===== src/rtl/dot_pkg.sv =====
// Shared types for the dot_product engine and its front-end loader.
// Holds the loader FSM states, the result-width helper and the packed vector type.
package dot_pkg;

  typedef enum logic [1:0] {
    FILL  = 2'd0,
    ISSUE = 2'd1,
    WAIT  = 2'd2,
    HOLD  = 2'd3
  } dot_ld_state_e;

  localparam int DOT_N     = 8;
  localparam int DOT_WIDTH = 8;

  // A dot product of N products of two WIDTH-bit values fits in 2*WIDTH+4 bits for N<=16.
  function automatic int res_w(input int width);
    return 2 * width + 4;
  endfunction

  localparam int RES_W = res_w(DOT_WIDTH);

  typedef logic [DOT_N-1:0][DOT_WIDTH-1:0] dot_vec_t;

endpackage


===== src/rtl/dot_ref_mac.sv =====
// Serial signed reference MAC: accumulates one product per enable, and on clr
// latches the running sum into sum while restarting the accumulator at zero.
module dot_ref_mac #(
  parameter int WIDTH = 8,
  parameter int RW    = 20
) (
  input  logic             clk,
  input  logic             rst,
  input  logic             acc_en,
  input  logic             clr,
  input  logic [WIDTH-1:0] a,
  input  logic [WIDTH-1:0] b,
  output logic [RW-1:0]    sum
);

  logic signed [RW-1:0] acc;
  logic signed [RW-1:0] ea;
  logic signed [RW-1:0] eb;

  assign ea = {{(RW-WIDTH){a[WIDTH-1]}}, a};
  assign eb = {{(RW-WIDTH){b[WIDTH-1]}}, b};

  always_ff @(posedge clk) begin
    if (rst) begin
      acc <= '0;
      sum <= '0;
    end else if (clr) begin
      sum <= acc;
      acc <= '0;
    end else if (acc_en) begin
      acc <= acc + ea * eb;
    end
  end

endmodule


===== src/rtl/dot_vec_loader.sv =====
// Streams N signed element pairs into packed vectors, kicks dot_product, and returns
// its result (or a forced zero on timeout). DOT_LOADER_CHECK_EN adds a reference MAC.
module dot_vec_loader
  import dot_pkg::*;
#(
  parameter int N       = 8,
  parameter int WIDTH   = 8,
  parameter int TIMEOUT = 64,  // must be >= 1
  localparam int RW     = res_w(WIDTH)
) (
  input  logic                      clk,
  input  logic                      rst,
  input  logic                      in_valid,
  output logic                      in_ready,
  input  logic [WIDTH-1:0]          in_a,
  input  logic [WIDTH-1:0]          in_b,
  output logic [N-1:0][WIDTH-1:0]   vec_a,
  output logic [N-1:0][WIDTH-1:0]   vec_b,
  output logic                      vec_start,
  input  logic [RW-1:0]             eng_dot,
  input  logic                      eng_valid,
  output logic                      res_valid,
  input  logic                      res_ready,
  output logic [RW-1:0]             res_data,
  output logic                      res_timeout,
  output logic                      res_mismatch
);

  localparam int CW = (N > 1) ? $clog2(N) : 1;
  localparam int TW = $clog2(TIMEOUT + 1);

  // Both ports are valid/ready: a transfer happens at a rising edge where valid and
  // ready are both high; valid does not depend on ready.
  dot_ld_state_e state_q, state_d;
  logic [CW-1:0] cnt;
  logic [TW-1:0] tcnt;
  logic          accept;
  logic          last_lane;
  logic          capture;
  logic          expire;
  logic          drain;

  assign last_lane = (cnt == CW'(N - 1));

  always_ff @(posedge clk) begin
    if (rst) state_q <= FILL;
    else     state_q <= state_d;
  end

  always_comb begin
    state_d   = state_q;
    in_ready  = 1'b0;
    vec_start = 1'b0;
    res_valid = 1'b0;
    accept    = 1'b0;
    capture   = 1'b0;
    expire    = 1'b0;
    drain     = 1'b0;
    unique case (state_q)
      FILL: begin
        in_ready = 1'b1;
        accept   = in_valid;
        if (accept && last_lane) state_d = ISSUE;
      end
      ISSUE: begin
        vec_start = 1'b1;
        state_d   = WAIT;
      end
      WAIT: begin
        if (eng_valid) begin
          capture = 1'b1;
          state_d = HOLD;
        end else if (tcnt == TW'(TIMEOUT - 1)) begin
          expire  = 1'b1;
          state_d = HOLD;
        end
      end
      HOLD: begin
        res_valid = 1'b1;
        drain     = res_ready;
        if (res_ready) state_d = FILL;
      end
      default: state_d = FILL;
    endcase
  end

  always_ff @(posedge clk) begin
    if (rst) begin
      cnt         <= '0;
      tcnt        <= '0;
      vec_a       <= '0;
      vec_b       <= '0;
      res_data    <= '0;
      res_timeout <= 1'b0;
    end else begin
      if (accept) begin
        vec_a[cnt] <= in_a;
        vec_b[cnt] <= in_b;
        cnt        <= last_lane ? '0 : cnt + 1'b1;
      end
      if (vec_start)
        tcnt <= '0;
      else if (state_q == WAIT && !capture && !expire)
        tcnt <= tcnt + 1'b1;
      if (capture) begin
        res_data    <= eng_dot;
        res_timeout <= 1'b0;
      end else if (expire) begin
        res_data    <= '0;
        res_timeout <= 1'b1;
      end else if (drain) begin
        res_timeout <= 1'b0;
      end
    end
  end

`ifdef DOT_LOADER_CHECK_EN
  logic [RW-1:0] ref_sum;
  logic          mismatch_q;

  // The MAC latches its sum in the ISSUE cycle, so it is ready well before any capture.
  dot_ref_mac #(
    .WIDTH (WIDTH),
    .RW    (RW)
  ) u_ref_mac (
    .clk    (clk),
    .rst    (rst),
    .acc_en (accept),
    .clr    (vec_start),
    .a      (in_a),
    .b      (in_b),
    .sum    (ref_sum)
  );

  always_ff @(posedge clk) begin
    if (rst)                   mismatch_q <= 1'b0;
    else if (capture)          mismatch_q <= (eng_dot != ref_sum);
    else if (expire || drain)  mismatch_q <= 1'b0;
  end

  assign res_mismatch = mismatch_q;
`else
  assign res_mismatch = 1'b0;
`endif

endmodule


===== config.mk =====
export PLATFORM = sky130hd
export DESIGN_NAME = dot_vec_loader
export DESIGN_NICKNAME = d
export VERILOG_FILES = /design/src/rtl/dot_pkg.sv /design/src/rtl/dot_ref_mac.sv /design/src/rtl/dot_vec_loader.sv
export SDC_FILE = /design/constraint.sdc
export NUM_CORES = 1
export LEC_CHECK = 0
export CAP_MARGIN = 40
export CELL_PAD_IN_SITES_DETAIL_PLACEMENT = 0
export CELL_PAD_IN_SITES_GLOBAL_PLACEMENT = 1
export CORE_MARGIN = 2
export CORE_UTILIZATION = 33
export CTS_CLUSTER_DIAMETER = 100
export CTS_CLUSTER_SIZE = 12
export DETAILED_ROUTE_END_ITERATION = 8
export HOLD_SLACK_MARGIN = 0.06
export MAX_ROUTING_LAYER = met4
export PLACE_DENSITY = 0.87
export SLEW_MARGIN = 10
export SYNTH_ARGS = -nofsm -noshare
export SYNTH_HDL_FRONTEND = slang
export SYNTH_SLANG_ARGS = --single-unit

===== constraint.sdc =====
create_clock -name clk -period 2.2 [get_ports clk]
set_clock_uncertainty 0.15 [all_clocks]
set_input_delay 0.33 -clock clk [delete_from_list [all_inputs] [get_ports clk]]
set_output_delay 0.33 -clock clk [all_outputs]
set_load 0.1 [all_outputs]

==> results of run 1 <==
## flip-flops by register name, indices dropped and copies added, names as in the netlist
register / flops
res_timeout: 1
state_q: 2
cnt: 3
res_data: 20
tcnt: 7
vec_b: 64
vec_a: 64
## through the flow
step | cell area, um2 | total power, mW | hold WS (ps) | utilization, %
floorplan | 6030 | 4.25 | 292 | -
global route | 8420 | 7.79 | 188 | 47.0
finish | 8420 | 7.50 | 178 | 47.0
detailed placement | 7850 | 4.69 | 297 | 43.9
global placement | 7850 | 4.68 | 294 | 43.9
CTS | 8420 | 7.58 | 161 | 47.0
## per-layer routing
| layer | vias up | track usage, % |
|---|---|---|
| li1 | 2784 | - |
| met1 | 2601 | 24.8 |
| met2 | 171 | 29.7 |
| met3 | 20 | 5.39 |
| met4 | 0 | 6.01 |
| met5 | - | - |
## logic make-up after synthesis
| family | Yosys count | share of synthesized area, % |
|---|---|---|
| AO/OA/AOI/OAI | 183 | 15.6 |
| XOR/XNOR | 4 | 0.582 |
| adder cells (fa/ha/maj) | 8 | 1.66 |
| buffers and inverters | 73 | 5.57 |
| flip-flops | 161 | 53.5 |
| multiplexers | 2 | 0.333 |
| other | 1 | 0.0623 |
| AND/OR/NAND/NOR | 326 | 22.6 |
## power by group through the flow
stage                     logic [mW]  clock network, mW  registers, mW
after floorplan                0.494                  0           3.76
after global placement          1.52                  0           3.15
after detailed placement        1.53                  0           3.15
after CTS                       1.54               2.95           3.09
after global routing            1.60               3.09           3.10
final                           1.52               2.89           3.09
## how the worst max path moves through the flow
stage	startpoint	to	slack, ps	depth (start not counted)
after floorplan	state_q[0]	vec_a[38]	30	9
after global placement	in_valid	vec_b[2]	80	6
after detailed placement	in_valid	vec_b[3]	30	6
after CTS	state_q[0]	vec_a[2]	240	7
after global routing	state_q[0]	vec_a[6]	50	7
final	state_q[0]	vec_b[6]	260	7
## layout by cell type, fill, tap and decap left out, drive strengths merged, types with 5 or more instances in the layout
cell           synthesis  routed
o21ai                 21      21
nor3                   5       5
clkbuf                31      21
nand2                283     283
ha                     8       8
inv                    5       6
clkdlybuf4s50          0      39
a21oi                153     153
dfxtp                161     161
nor2                  12      12
buf                   37     176
## area by class of cell
type	count	area (um2)	share of cell area (%)
timing repair buffer	215	1850	22.0
tap	229	287	3.40
clock buffer	21	460	5.47
multi-input combinational	524	2470	29.4
inverter	5	18.8	0.223
sequential	161	3220	38.3
clock inverter	9	109	1.29
## Yosys cell counts (all sizes together) (2+ instances only)
master and number:
nand2 283, dfxtp 161, a21oi 153, buf 37
clkbuf 31, o21ai 21, nor2 12, ha 8
inv 5, nor3 5, or2 4, or3 4
xor2 4, nand2b 3, nand3 3, nor2b 3
a31oi 2, and2 2, mux2i 2, o211ai 2
==> results_dict.tcl, run 1 <==
set metrics [dict create \
    fmax_ghz 0.516 \
    drc 0 \
    placed_cells_incl_taps 1134 \
    whs_path_depth 2 \
    critPathArrivalTime_ps 2070 \
    synth_cells 758 \
    synth-seq-cells 161 \
    met1_length_um 8310 \
    critPathBufInv 2 \
    antenna-diode-count 0 \
    final_nets 973 \
    path_clk_slew_ps 70 \
    synthDistinctLibCells 41 \
    grt_overflow 0 \
    synth_flop_cell "dfxtp_1" \
    slowest_stage "or4_1" \
    syn_area_mm2 0.00602 \
    io_buffers 192 \
    antenna_found_initial 0 \
    r2r_setup_slack_ps 260 \
    dieWidth_um 139 \
    die_area_mm2 0.0193 \
    crit_chain "inv_1, ha_4, nand2_1, or4_1, buf_4, nand2_1, a21oi_1" \
    leakage_nw 3.25 \
    grt_pass1_vias 5175 \
    tns_ps 0 \
    hold_violations 0 \
    postCtsSetupBuffers 0 \
    powerDensity_mw_per_mm2 890 \
    startpoint_type "register" \
    gr-usage-all-layers_pct 19.3 \
    cts_sinks 161 \
    async_flop_share_pct 0 \
    rr_worst_depth 7 \
    cts-buffers-inserted 17 \
    holdPathEnd "cnt[2]" \
    first_pass_iters 4 \
    worstMarginPinSlew_ps 619 \
    syn_to_final_growth_pct 39.9 \
    path_class "register to register" \
    p_sw_mw 2.38 \
    clk_latency_ps 420 \
    end_kind "register" \
    hold_buffers 0 \
    ys.warnings.count 0 \
    grt_pass1_wl_um 28700 \
    wire_per_inst_um 15.8 \
    row_count 49 \
    cts_tree "built" \
    top_layer "met4" \
    clock_path_buffers 2 \
    status "finished clean" \
    yosys-top-cells-area "dfxtp_1 54%, nand2_1 18%, a21oi_1 13%" \
    h-tree-depth 4 \
    drive_gt1_share_pct 22.8 \
    avgSynthCellArea_um2 7.94 \
    drt_wl_total_um 18300 \
    critPathTopFamily "simple AND/OR/NAND/NOR gates" \
    period_needed_ps 1940 \
    ir_drop_mv 0.533 \
    switching_share_pct 31.7 \
    hp-start "rst" \
    clockPowerShare_pct 38.5 \
    die-height_um 139 \
    fillCellCount 1792 \
    r2r_end "vec_b[6]" \
    hpwlAfterDp_um 12500 \
    yosysTopAreaCellShare_pct 53.5 \
    drtIter0Drc 316 \
    final-setup-viol-count 0 \
    pwr-share-comb_pct 20.3 \
    cts_resized 0 \
    min_path_type "input port to register" \
    r2r_start "state_q[0]" \
    required_ps 2330 \
    internal-power_mw 5.12 \
    ys_seq_area_share_pct 53.5 \
    syn_nets 807 \
    post-place-ws_ps 29.7 \
    setup_slack_ps 261 \
    seq_power_share_pct 41.2 \
    grt_setup_unrepaired "false" \
    cts_root_buf "clkbuf_16" \
    final_cell_count_no_fill 1164 \
    crit_top_cell "nand2_1" \
    report.final.slew_viol_count 0 \
    synth_edf_count 0 \
    yosysTopAreaCell "dfxtp_1" \
    met2_length_um 8480 \
    start_util_pct 33.6 \
    grt_max_degree 107 \
    ant_nets 0 \
    worstPathMaxFanout 16 \
    vias_per_cell 4.79 \
    cap_violations 0 \
    period_share_pct 88.1 \
    core_region_area_mm2 0.0179 \
    place.gp.congestion 0.777 \
    io_pins 194 \
    wl_met3_um 1240 \
    vias 5576 \
    relSlewSlack_pct 58.7 \
    max_stage_delay_ps 430 \
]
(Power assumes the default switching activity.)
==> run 2, diff against run 1 <==
--- a/config.mk
+++ b/config.mk
@@ -8,7 +8,6 @@
 export CAP_MARGIN = 40
 export CELL_PAD_IN_SITES_DETAIL_PLACEMENT = 0
 export CELL_PAD_IN_SITES_GLOBAL_PLACEMENT = 1
-export CORE_MARGIN = 2
 export CORE_UTILIZATION = 33
 export CTS_CLUSTER_DIAMETER = 100
 export CTS_CLUSTER_SIZE = 12
==> run 2 against run 1 <==
Effect of this change:
- sequential cell count unchanged
- sequential share of layout area decreased by 0.50 points
- cell area increased by 1.3%
- setup slack got worse by 44 ps
- maximum frequency decreased by 2.2%
- sequential power about the same
- non-clock buffer count increased by 6
- routed wire length decreased by 1.8%
- via count decreased by 1.1%
- largest cell class unchanged
==> results_dict.tcl, run 2 (synthesis results as in run 1) <==
set metrics [dict create \
    syn_to_final_growth_pct 41.7 \
    postLayoutCoreUtil_pct 47.7 \
    tns_ps 0 \
    cap_violations 0 \
    fin_area_mm2 0.00853 \
    hold_violations 0 \
    grt_pass1_wl_um 27200 \
    cts_sinks 161 \
    clock_path_buffers 2 \
    vias_per_cell 4.71 \
    worstMarginPinSlew_ps 640 \
    grt_overflow 0 \
    cts-buffers-inserted 17 \
    core_region_area_mm2 0.0179 \
    die_area_mm2 0.0188 \
    final_cell_count_no_fill 1171 \
    status "finished clean" \
    place.gp.congestion 0.776 \
    drtIter0Drc 334 \
    row_count 49 \
    seqCellArea_mm2 0.00322 \
    clk_latency_ps 420 \
    final_nets 979 \
    grt_setup_unrepaired "false" \
    min_path_type "input port to register" \
    mostFrequentLayoutCell "nand2_1" \
    finalPower_mw 7.82 \
    report.final.slew_viol_count 0 \
    top_regs "vec_a (64), vec_b (64), res_data (20)" \
    fmax_ghz 0.504 \
    drt_wl_total_um 18000 \
    setup_slack_ps 217 \
    grt_max_degree 58 \
    cts_root_buf "clkbuf_16" \
    most-common-layout-cells "283 x nand2_1, 170 x buf_4, 161 x dfxtp_1" \
    antenna-diode-count 0 \
    gr-usage-all-layers_pct 19.9 \
    path_clk_slew_ps 60 \
    placed_cells_incl_taps 1140 \
    leakage_nw 3.32 \
    ir_drop_mv 0.535 \
    ant_nets 0 \
    required_ps 2320 \
    io_buffers 192 \
    startpoint_type "register" \
    cts_tree "built" \
    period_needed_ps 1980 \
    placed_area_mm2 0.00791 \
    powerDensity_mw_per_mm2 916 \
    vias 5517 \
    wire_per_inst_um 15.4 \
    whs_ps 284 \
    worstPathMaxFanout 16 \
    drc 0 \
    first_pass_iters 4 \
    hpwlAfterDp_um 12200 \
    end_kind "register" \
    post-place-ws_ps 47.4 \
    relSlewSlack_pct 57.4 \
    drive_gt1_share_pct 23.1 \
    io_pins 194 \
    fillCellCount 1787 \
    dieWidth_um 137 \
    period_share_pct 90.1 \
    path_class "register to register" \
    grt_pass1_vias 5070 \
    final-setup-viol-count 0 \
    hold_buffers 0 \
    antenna_found_initial 0 \
    start_util_pct 33.6 \
    cts_resized 0 \
    die-height_um 137 \
    multi_input_area_mm2 0.00247 \
    postCtsSetupBuffers 0 \
    critPathArrivalTime_ps 2100 \
    h-tree-depth 4 \
]
-- run 2: changes by cell type in the layout (fill, tap and decap cells not counted), sizes merged --
cell | before | now
buf | 176 | 182
bufinv | 2 | 5
clkinvlp | 4 | 2
-- run 2: worst paths after layout --
check / start / to / slack [ps] / cells after the start
setup / recovery: state_q[0] / vec_a[7] / 220 / 7
hold / removal: rst / res_data[8] / 280 / 2
setup reg to reg: state_q[0] / vec_a[7] / 220 / 7
hold reg to reg: vec_b[25] / vec_b[25] / 300 / 2
-- run 2: power by group --
group / total [mW] / internal [mW] / switching (mW)
combinational: 1.54 / 0.400 / 1.14
clock: 3.19 / 2.01 / 1.19
sequential: 3.09 / 3.02 / 0.0697
total: 7.82 / 5.42 / 2.40
-- run 2: critical path, cell delays in order, from the launching register on --
cell     delay [ps]
dfxtp_1         340
inv_1           160
ha_4            210
nand2_1         180
or4_1           440
buf_4           210
nand2_1          80
a21oi_1          60
-- run 2: final cells by class --
cell class	count	area share, %
Multi-Input combinational cell	524	29.0
Clock buffer	21	5.16
Sequential cell	161	37.8
Timing Repair Buffer	221	22.3
Clock inverter	10	2.16
Tap cell	229	3.36
Inverter	5	0.220
-- run 2: layer usage --
| metal | part of all wire, % | global-route usage, % | up-vias |
|---|---|---|---|
| met5 | 0 | - | - |
| met4 | 1.2 | 5.68 | 0 |
| met3 | 7.7 | 6.81 | 19 |
| met2 | 46 | 30.8 | 177 |
| met1 | 45 | 24.5 | 2521 |
| li1 | - | - | 2800 |
